**src/rtl/uart_rx_fifo.sv**
```systemverilog
// 8N1 UART receiver with counter timebase, valid/ready output stream and error pulses.
// Define UART_RX_FIFO_EN for a FIFO_DEPTH-entry FIFO; otherwise a single holding register.
module uart_rx_fifo #(
    parameter int unsigned CLOCK_HZ   = 27000000,
    parameter int unsigned BAUD       = 115200,
    parameter int unsigned FIFO_DEPTH = 8
) (
    input  logic       clock,
    input  logic       reset_n,
    input  logic       uart_rx,
    output logic [7:0] data,
    output logic       valid,
    input  logic       ready,
    output logic       frame_error,
    output logic       overrun,
    output logic       busy
);

    localparam int unsigned DIV = CLOCK_HZ / BAUD;
    localparam int unsigned CW  = $clog2(DIV);
    localparam logic [CW-1:0] HALF_LOAD = CW'(DIV / 2 - 1);
    localparam logic [CW-1:0] FULL_LOAD = CW'(DIV - 1);

    typedef enum logic [2:0] {
        StIdle,
        StStart,
        StData,
        StStop,
        StBreak
    } state_e;

    state_e      state;
    logic        sync1;
    logic        rx_s;
    logic [CW-1:0] cnt;
    logic [2:0]  bit_idx;
    logic [7:0]  shift;
    logic        busy_q;
    logic        frame_error_q;
    logic        overrun_q;

    logic        cnt_zero;
    logic        stop_sample;
    logic        push;
    logic        can_accept;
    logic        falling;

    // Line idles high, so both synchronizer flops reset to 1.
    always_ff @(posedge clock or negedge reset_n) begin
        if (!reset_n) begin
            sync1 <= 1'b1;
            rx_s  <= 1'b1;
        end else begin
            sync1 <= uart_rx;
            rx_s  <= sync1;
        end
    end

    // rx_s is 1 now and takes the 0 already in sync1 on this edge.
    assign falling     = rx_s && !sync1;
    assign cnt_zero    = (cnt == '0);
    assign stop_sample = (state == StStop) && cnt_zero;
    assign push        = stop_sample && rx_s;

    always_ff @(posedge clock or negedge reset_n) begin
        if (!reset_n) begin
            state         <= StIdle;
            cnt           <= '0;
            bit_idx       <= '0;
            shift         <= '0;
            busy_q        <= 1'b0;
            frame_error_q <= 1'b0;
            overrun_q     <= 1'b0;
        end else begin
            frame_error_q <= 1'b0;
            overrun_q     <= 1'b0;
            if (!cnt_zero) begin
                cnt <= cnt - CW'(1);
            end
            case (state)
                StIdle: begin
                    if (falling) begin
                        cnt    <= HALF_LOAD;
                        state  <= StStart;
                        busy_q <= 1'b1;
                    end
                end
                StStart: begin
                    if (cnt_zero) begin
                        if (rx_s) begin
                            state  <= StIdle;
                            busy_q <= 1'b0;
                        end else begin
                            cnt     <= FULL_LOAD;
                            bit_idx <= '0;
                            state   <= StData;
                        end
                    end
                end
                StData: begin
                    if (cnt_zero) begin
                        shift   <= {rx_s, shift[7:1]};
                        cnt     <= FULL_LOAD;
                        bit_idx <= bit_idx + 3'd1;
                        if (bit_idx == 3'd7) begin
                            state <= StStop;
                        end
                    end
                end
                StStop: begin
                    if (cnt_zero) begin
                        if (rx_s) begin
                            overrun_q <= !can_accept;
                            state     <= StIdle;
                            busy_q    <= 1'b0;
                        end else begin
                            frame_error_q <= 1'b1;
                            state         <= StBreak;
                        end
                    end
                end
                StBreak: begin
                    // Held-low line: stay here so only one frame_error is reported.
                    if (rx_s) begin
                        state  <= StIdle;
                        busy_q <= 1'b0;
                    end
                end
                default: begin
                    state  <= StIdle;
                    busy_q <= 1'b0;
                end
            endcase
        end
    end

`ifdef UART_RX_FIFO_EN
    localparam int unsigned AW = $clog2(FIFO_DEPTH);

    logic [7:0]  mem [FIFO_DEPTH];
    logic [AW:0] wr_ptr;
    logic [AW:0] rd_ptr;
    logic [AW:0] wr_next;
    logic [AW:0] rd_next;
    logic        empty;
    logic        full;
    logic        pop;
    logic        wr_en;
    logic        valid_q;
    logic        valid_d;
    logic [7:0]  data_q;
    logic [7:0]  data_d;

    assign empty      = (wr_ptr == rd_ptr);
    assign full       = (wr_ptr[AW] != rd_ptr[AW]) && (wr_ptr[AW-1:0] == rd_ptr[AW-1:0]);
    assign pop        = valid_q && ready;
    assign can_accept = !full || pop;
    assign wr_en      = push && can_accept;

    always_comb begin
        rd_next = pop ? rd_ptr + (AW+1)'(1) : rd_ptr;
        wr_next = wr_en ? wr_ptr + (AW+1)'(1) : wr_ptr;
        valid_d = (wr_next != rd_next);
        // When the old contents are exhausted the new head is the byte being written.
        if (rd_next == wr_ptr) begin
            data_d = wr_en ? shift : data_q;
        end else begin
            data_d = mem[rd_next[AW-1:0]];
        end
    end

    always_ff @(posedge clock) begin
        if (wr_en) begin
            mem[wr_ptr[AW-1:0]] <= shift;
        end
    end

    always_ff @(posedge clock or negedge reset_n) begin
        if (!reset_n) begin
            wr_ptr  <= '0;
            rd_ptr  <= '0;
            valid_q <= 1'b0;
            data_q  <= 8'h00;
        end else begin
            wr_ptr  <= wr_next;
            rd_ptr  <= rd_next;
            valid_q <= valid_d;
            data_q  <= data_d;
        end
    end

    assign data  = data_q;
    assign valid = valid_q;

    logic unused_empty;
    assign unused_empty = empty;
`else
    logic       full_q;
    logic [7:0] data_q;
    logic       pop;

    assign pop        = full_q && ready;
    assign can_accept = !full_q || pop;

    always_ff @(posedge clock or negedge reset_n) begin
        if (!reset_n) begin
            full_q <= 1'b0;
            data_q <= 8'h00;
        end else if (push && can_accept) begin
            full_q <= 1'b1;
            data_q <= shift;
        end else if (pop) begin
            full_q <= 1'b0;
        end
    end

    assign data  = data_q;
    assign valid = full_q;
`endif

    assign frame_error = frame_error_q;
    assign overrun     = overrun_q;
    assign busy        = busy_q;

    // Configuration sanity: bit period long enough, buffer depth a power of two.
    cfg_ok_a : assert property (@(posedge clock)
        (DIV >= 16) && (FIFO_DEPTH >= 2) && ((FIFO_DEPTH & (FIFO_DEPTH - 1)) == 0));

endmodule

```
**config.mk**
```make
export PLATFORM = sky130hd
export DESIGN_NAME = uart_rx_fifo
export DESIGN_NICKNAME = d
export VERILOG_FILES = /design/src/rtl/uart_rx_fifo.sv
export SDC_FILE = /design/constraint.sdc
export NUM_CORES = 1
export LEC_CHECK = 0
export BUFFER_PORTS_ARGS = -buffer_cell sky130_fd_sc_hd__buf_2
export CAP_MARGIN = 20
export CORE_MARGIN = 5
export CORE_UTILIZATION = 50
export CTS_CLUSTER_DIAMETER = 100
export DETAILED_ROUTE_END_ITERATION = 16
export GPL_TIMING_DRIVEN = 0
export HOLD_SLACK_MARGIN = 0.05
export PLACE_DENSITY = 0.69
export SYNTH_ARGS = -nofsm -noshare
export SYNTH_HDL_FRONTEND = slang
export SYNTH_SLANG_ARGS = --single-unit
```
**constraint.sdc**
```tcl
create_clock -name clock -period 3.9 [get_ports clock]
set_input_delay 0.78 -clock clock [delete_from_list [all_inputs] [get_ports clock]]
set_output_delay 0.78 -clock clock [all_outputs]
set_load 0.02 [all_outputs]
```
==> results.json, run 1 <==
{
  "postCtsHoldBufs": 0,
  "wire_per_inst_um": 14.2,
  "drt_pass1_iterations": 4,
  "wl_um": 2950,
  "post_cts_resized": 0,
  "cts.sinks": 36,
  "place_inst": 201,
  "tightest_slew_ps": 783,
  "synth-main-ff-cell": "dfrtp_1",
  "start_util_pct": 51.0,
  "min-delay-start": "sync1",
  "fillers": 288,
  "yosysMostFrequentCell": "dfrtp_1",
  "min_period_over_period_pct": 60.1,
  "pwr_density_cell_nw_per_um2": 509,
  "r2r_start": "cnt[0]",
  "grt_setup_unrepaired": "false",
  "pre_cts_ws_ps": 1620,
  "drc_errors": 0,
  "synth_commonest_cells": "dfrtp_1, mux2_2, nand2_1, nor2_1, o21ai_0",
  "grtUsageTotal_pct": 15.2,
  "endpoint_kind": "register",
  "ant_nets": 0,
  "core_area_um2": 3280,
  "yosysSeqAreaShare_pct": 53.9,
  "synthToLayoutAreaGrowth_pct": 11.8,
  "rows": 21,
  "drtIter0Drc": 65,
  "leakage_nw": 0.909,
  "async_flop_share_pct": 100,
  "synth.net_count": 148,
  "yosys_warnings": 0,
  "avgSynthCellArea_um2": 12.0,
  "utilization_pct": 57.1,
  "critPathKind": "register to register",
  "syn_area_um2": 1680,
  "die_w_um": 67.9,
  "path_delay_family": "simple AND/OR/NAND/NOR gates",
  "synth_seq_cells": 36,
  "vdd_drop_max_mv": 0.309,
  "synth_top_area_cell": "dfrtp_1",
  "whs_ps": 383,
  "final_cell_count_no_fill": 208,
  "finalNetCount": 170,
  "slew_viol_final": 0,
  "cp_data_arrival_time_ps": 2550,
  "n_antenna_cell": 0,
  "cts_tree": "built",
  "tns_ps": 0,
  "grt_max_degree": 37,
  "port_buffers": 15,
  "min_period_ps": 2340,
  "cp-start-kind": "register",
  "synth.top_cell.area_share_pct": 50.7,
  "htreeDepth": 2,
  "drive_above_1_share_pct": 30.9,
  "fp.dieArea_um2": 4610,
  "grt_pass1_wl_um": 5190,
  "max_stage_delay_ps": 420,
  "relSlewSlack_pct": 47.8,
  "numCtsBuffers": 5,
  "ys_types": 39,
  "cap_violations": 0,
  "synthTopCellsByArea": "dfrtp_1, mux2_2, dfstp_2",
  "finClkSkew_ps": 8.56,
  "hp-class": "register to register",
  "grt_antenna_before_repair": 0,
  "gr-total-overflow": 0,
  "postSynthCellCount": 140,
  "dpl.hpwl_um": 2070,
  "cp_max_fo": 8,
  "path_depth": 10,
  "r2r_cells": 10,
  "die_h_um": 67.9,
  "required_ps": 4100,
  "vias_per_cell": 5.33,
  "finalSetupViolCount": 0,
  "clockBufferDepth": 2,
  "startpoint": "cnt[0]",
  "root_buffer": "clkbuf_4",
  "whs_path_depth": 0,
  "synth-edff-count": 0,
  "grt_pass1_vias": 1164,
  "place.gp.congestion": 0.807,
  "worst_path_most_repeated_cell": "ha_1",
  "cp_cell_sequence": "inv_1, ha_1, nor3b_1, and2_4, inv_2, ha_1, nand2_1, o31ai_1, a22oi_1, o41ai_1",
  "timing.fmax_mhz": 427,
  "io-pin-count": 16,
  "cts.reportedPaths.clkPinSlew_ps": 100,
  "fin_ws_ps": 1560,
  "cp_slowest_cell": "dfrtp_1",
  "clock_latency_ps": 330,
  "via_count": 1109,
  "post-cts-setup-buffer-count": 0,
  "crit_buf_inv": 2,
  "status": "completed",
  "finalHoldViolations": 0
}
area by class of cell:
type                            count  area, um^2  area share, %
Sequential cell                    36         903           48.2
Clock buffer                        7        65.1           3.47
Buffer                              5        37.5           2.00
Tap cell                           46        57.6           3.07
Multi-Input combinational cell     94         717           38.3
Timing Repair Buffer               15        75.1           4.01
Inverter                            5        18.8           1.00
metrics by stage:
step | cell area [um^2] | total power, W
floorplan | 1680 | 0.000682
global placement | 1810 | 0.000730
detailed placement | 1810 | 0.000744
CTS | 1870 | 0.000962
global route | 1870 | 0.00102
finish | 1870 | 0.000955
logic make-up after synthesis:
logic type	after synthesis	share of synthesized area (%)
multiplexers	17	11.6
AO/OA/AOI/OAI	23	9.78
flip-flops	36	53.9
AND/OR/NAND/NOR	45	15.8
adder cells (fa/ha/maj)	4	2.99
XOR/XNOR	5	2.61
buffers and inverters	10	3.36
final timing paths:
check                         endpoint  slack, ps
hold / removal                    rx_s        380
hold reg to reg                   rx_s        380
setup reg to reg                cnt[0]       1560
min in group asynchronous  frame_error        520
max in group asynchronous         busy       2890
setup / recovery                cnt[0]       1560
sequential cells by signal, indices dropped and copies added, names as in the netlist:
name         count
valid            1
busy             1
cnt              8
sync1            1
frame_error      1
shift            8
data             8
rx_s             1
bit_idx          3
state            3
overrun          1
placed cells by master (no fill, tap or decap), types with 3 or more instances in the layout:
cell / synthesis / routed
o21ai_0: 8 / 8
nor2_1: 10 / 10
buf_2: 2 / 17
clkbuf_4: 0 / 5
nor3b_1: 4 / 4
xnor2_1: 3 / 3
mux2_2: 15 / 15
nand2_1: 12 / 12
inv_1: 4 / 4
dfrtp_1: 34 / 34
nor3_1: 3 / 3
ha_1: 4 / 4
nor2b_1: 3 / 3
nand2b_1: 3 / 3
per-layer routing:
metal	vias to the layer above	GRT usage (%)	share of wire [%]
met5	-	0	0
met2	14	24.2	48
li1	537	-	-
met3	2	5.25	3.5
met4	0	5.71	0.95
met1	556	19.1	48
where the power goes:
part / switching, W / internal [W]
Combinational: 0.000139 / 0.000112
Clock: 0.000114 / 0.000102
Sequential: 0.0000591 / 0.000428
Total: 0.000312 / 0.000643
Power figures use the tool's default switching activity.
==> run 2: changes to the inputs <==
- ABC_AREA: default -> 1
- clock period: 3.9 -> 2.22 ns (I/O delays scaled with it)
==> run 2 against run 1 <==
Synthesized cell count up 46%. Critical endpoint unchanged. Sequential share of layout area shrank 2.9 points. Core utilization rose by 1.7 points. Total power up 100%. Cell count is 31% higher. Global-route usage decreased by 0.22 points. Largest cell class unchanged. Routed wire length grew 9.8%. Clock power is 110% higher. Largest power group unchanged. Register-to-register slack got worse by 1200 ps.
==> results.json, run 2 <==
{
  "async_flop_share_pct": 100,
  "cp_max_fo": 10,
  "sequentialPowerShare_pct": 44.9,
  "fp.dieArea_um2": 4860,
  "multiInputGateArea_um2": 739,
  "post-cts-setup-buffer-count": 0,
  "clkPwrFrac_pct": 23.8,
  "slew_viol_final": 0,
  "gr-total-overflow": 0,
  "clock_latency_ps": 340,
  "drtIter0Drc": 70,
  "finalNetCount": 234,
  "relSlewSlack_pct": 46.9,
  "yosysMostFrequentCell": "nand2_1",
  "die_h_um": 69.7,
  "postCtsHoldBufs": 0,
  "grt_antenna_before_repair": 0,
  "syn_area_um2": 1780,
  "pwr-share-comb_pct": 31.3,
  "rr_endpoint": "cnt[0]",
  "root_buffer": "clkbuf_4",
  "synth-edff-count": 0,
  "grt_setup_unrepaired": "false",
  "placed_area_um2": 1920,
  "rows": 21,
  "htreeDepth": 2,
  "finalSetupViolCount": 0,
  "drt_pass1_iterations": 4,
  "grt_pass1_wl_um": 5840,
  "tns_ps": 0,
  "r2r_start": "cnt[0]",
  "cts.sinks": 36,
  "yosysSeqAreaShare_pct": 50.6,
  "wl_um": 3240,
  "synth.top_cell.area_share_pct": 47.7,
  "required_ps": 2460,
  "cp_data_arrival_time_ps": 2140,
  "die_w_um": 69.7,
  "leakage_nw": 1.04,
  "hp-class": "input pin to async pin",
  "switching_share_pct": 36.5,
  "cap_violations": 0,
  "synthTopCellsByArea": "dfrtp_1, nand2_1, o21ai_2",
  "route.met3.wl_um": 126,
  "drc_errors": 0,
  "grt_pass1_vias": 1281,
  "final_area_um2": 1990,
  "pwr_density_cell_nw_per_um2": 963,
  "yosys_warnings": 0,
  "ys_types": 23,
  "fillers": 323,
  "min_period_ps": 1900,
  "io-pin-count": 16,
  "cts_tree": "built",
  "post_cts_resized": 0,
  "synth-main-ff-cell": "dfrtp_1",
  "numCtsBuffers": 5,
  "ant_nets": 0,
  "via_count": 1303,
  "synth_commonest_cells": "nand2_1, dfrtp_1, inv_1, nand3_1, o21ai_2",
  "internal_power_w": 0.00122,
  "core_area_um2": 3390,
  "vdd_drop_max_mv": 0.428,
  "critPathKind": "register to register",
  "reg2reg_setup_slack_ps": 320,
  "cts.reportedPaths.clkPinSlew_ps": 110,
  "synth_seq_cells": 36,
  "maxUsedRoutingLayer": "met4",
  "timing.fmax_mhz": 526,
  "min_period_over_period_pct": 85.6,
  "dpl.hpwl_um": 2380,
  "status": "completed",
  "vias_per_cell": 4.77,
  "layout_common_cells": "nand2_1, dfrtp_1, inv_1, nand3_1, o21ai_2",
  "r2r_cells": 11,
  "synth.net_count": 212,
  "n_antenna_cell": 0,
  "start_util_pct": 52.6,
  "tightest_slew_ps": 797,
  "port_buffers": 15,
  "finalHoldViolations": 0,
  "wire_per_inst_um": 11.9,
  "layout_commonest_cell": "nand2_1",
  "synth_top_area_cell": "dfrtp_1",
  "grt_max_degree": 37,
  "synthToLayoutAreaGrowth_pct": 11.7,
  "finClkSkew_ps": 3.85,
  "wl_met2_um": 1490,
  "p_sw_w": 0.000700,
  "cp-start-kind": "register",
  "postSynthCellCount": 204,
  "drive_above_1_share_pct": 26.4,
  "endpoint_kind": "register",
  "place.gp.congestion": 0.821,
  "avgSynthCellArea_um2": 8.75,
  "m1WireLength_um": 1570,
  "clockBufferDepth": 2,
  "grtUsageTotal_pct": 15.0,
  "seq_area_um2": 903
}
run 2: cell count changes in the layout (fill, tap and decap cells not counted), sizes merged, moves of 4 or more:
| cell | delta |
|---|---|
| nand2 | +53 |
| inv | +21 |
| mux2 | -16 |
| o21ai | +16 |
| nand3 | +14 |
| nor2 | +5 |
| nor3b | -4 |
run 2: worst max-delay path by stage:
| stage | to | slack, ps | startpoint |
|---|---|---|---|
| after floorplan | cnt[0] | 500 | cnt[0] |
| after CTS | cnt[0] | 310 | cnt[0] |
| after detailed placement | cnt[0] | 330 | cnt[0] |
| after global routing | cnt[0] | 140 | cnt[0] |
| after global placement | cnt[0] | 330 | cnt[0] |
| final | cnt[0] | 320 | cnt[0] |
run 2: critical path, cell delays in order (launching register included):
cell     delay (ps)
dfrtp_1         420
inv_1           130
ha_1            230
nand2_2         110
inv_1            70
nand2_1          90
buf_2           190
ha_1            300
inv_1            60
nand3_1          70
nand3_1          80
nand3_1          60
run 2: metal layers:
metal	track usage, %	vias to the layer above
met1	19.5	592
li1	-	689
met5	0	-
met3	5.22	5
met4	5.11	0
met2	23.2	17
run 2: cell type report:
type | instances | area share (%)
Buffer | 5 | 2.20
Clock buffer | 6 | 2.07
Sequential cell | 36 | 45.3
Tap cell | 46 | 2.89
Clock inverter | 2 | 1.76
Multi-Input combinational cell | 137 | 37.1
Inverter | 26 | 4.90
Timing Repair Buffer | 15 | 3.77
run 2: per-stage QoR:
stage                     total power [W]  setup WS [ps]  util [%]  std cells  hold slack [ps]
after floorplan                   0.00134            501         -        204              148
after global placement            0.00146            328      56.6        265              364
after detailed placement          0.00147            327      56.6        265              363
after CTS                         0.00193            305      58.8        273              179
after global routing              0.00209            140      58.8        273              152
final                             0.00192            320      58.8        273              172
run 2: kinds of logic after synthesis:
logic type               after synthesis  synth area share, %
buffers and inverters                 31                 7.92
AND/OR/NAND/NOR                      104                 25.9
XOR/XNOR                               4                 1.96
adder cells (fa/ha/maj)                4                 2.81
AO/OA/AOI/OAI                         25                 10.8
flip-flops                            36                 50.6
run 2: power groups by stage:
stage / combinational [W] / sequential (W) / clock [W]
finish: 0.000601 / 0.000862 / 0.000457
global route: 0.000712 / 0.000877 / 0.000501
CTS: 0.000603 / 0.000861 / 0.000465
detailed placement: 0.000599 / 0.000874 / 0
global placement: 0.000588 / 0.000873 / 0
floorplan: 0.000480 / 0.000858 / 0
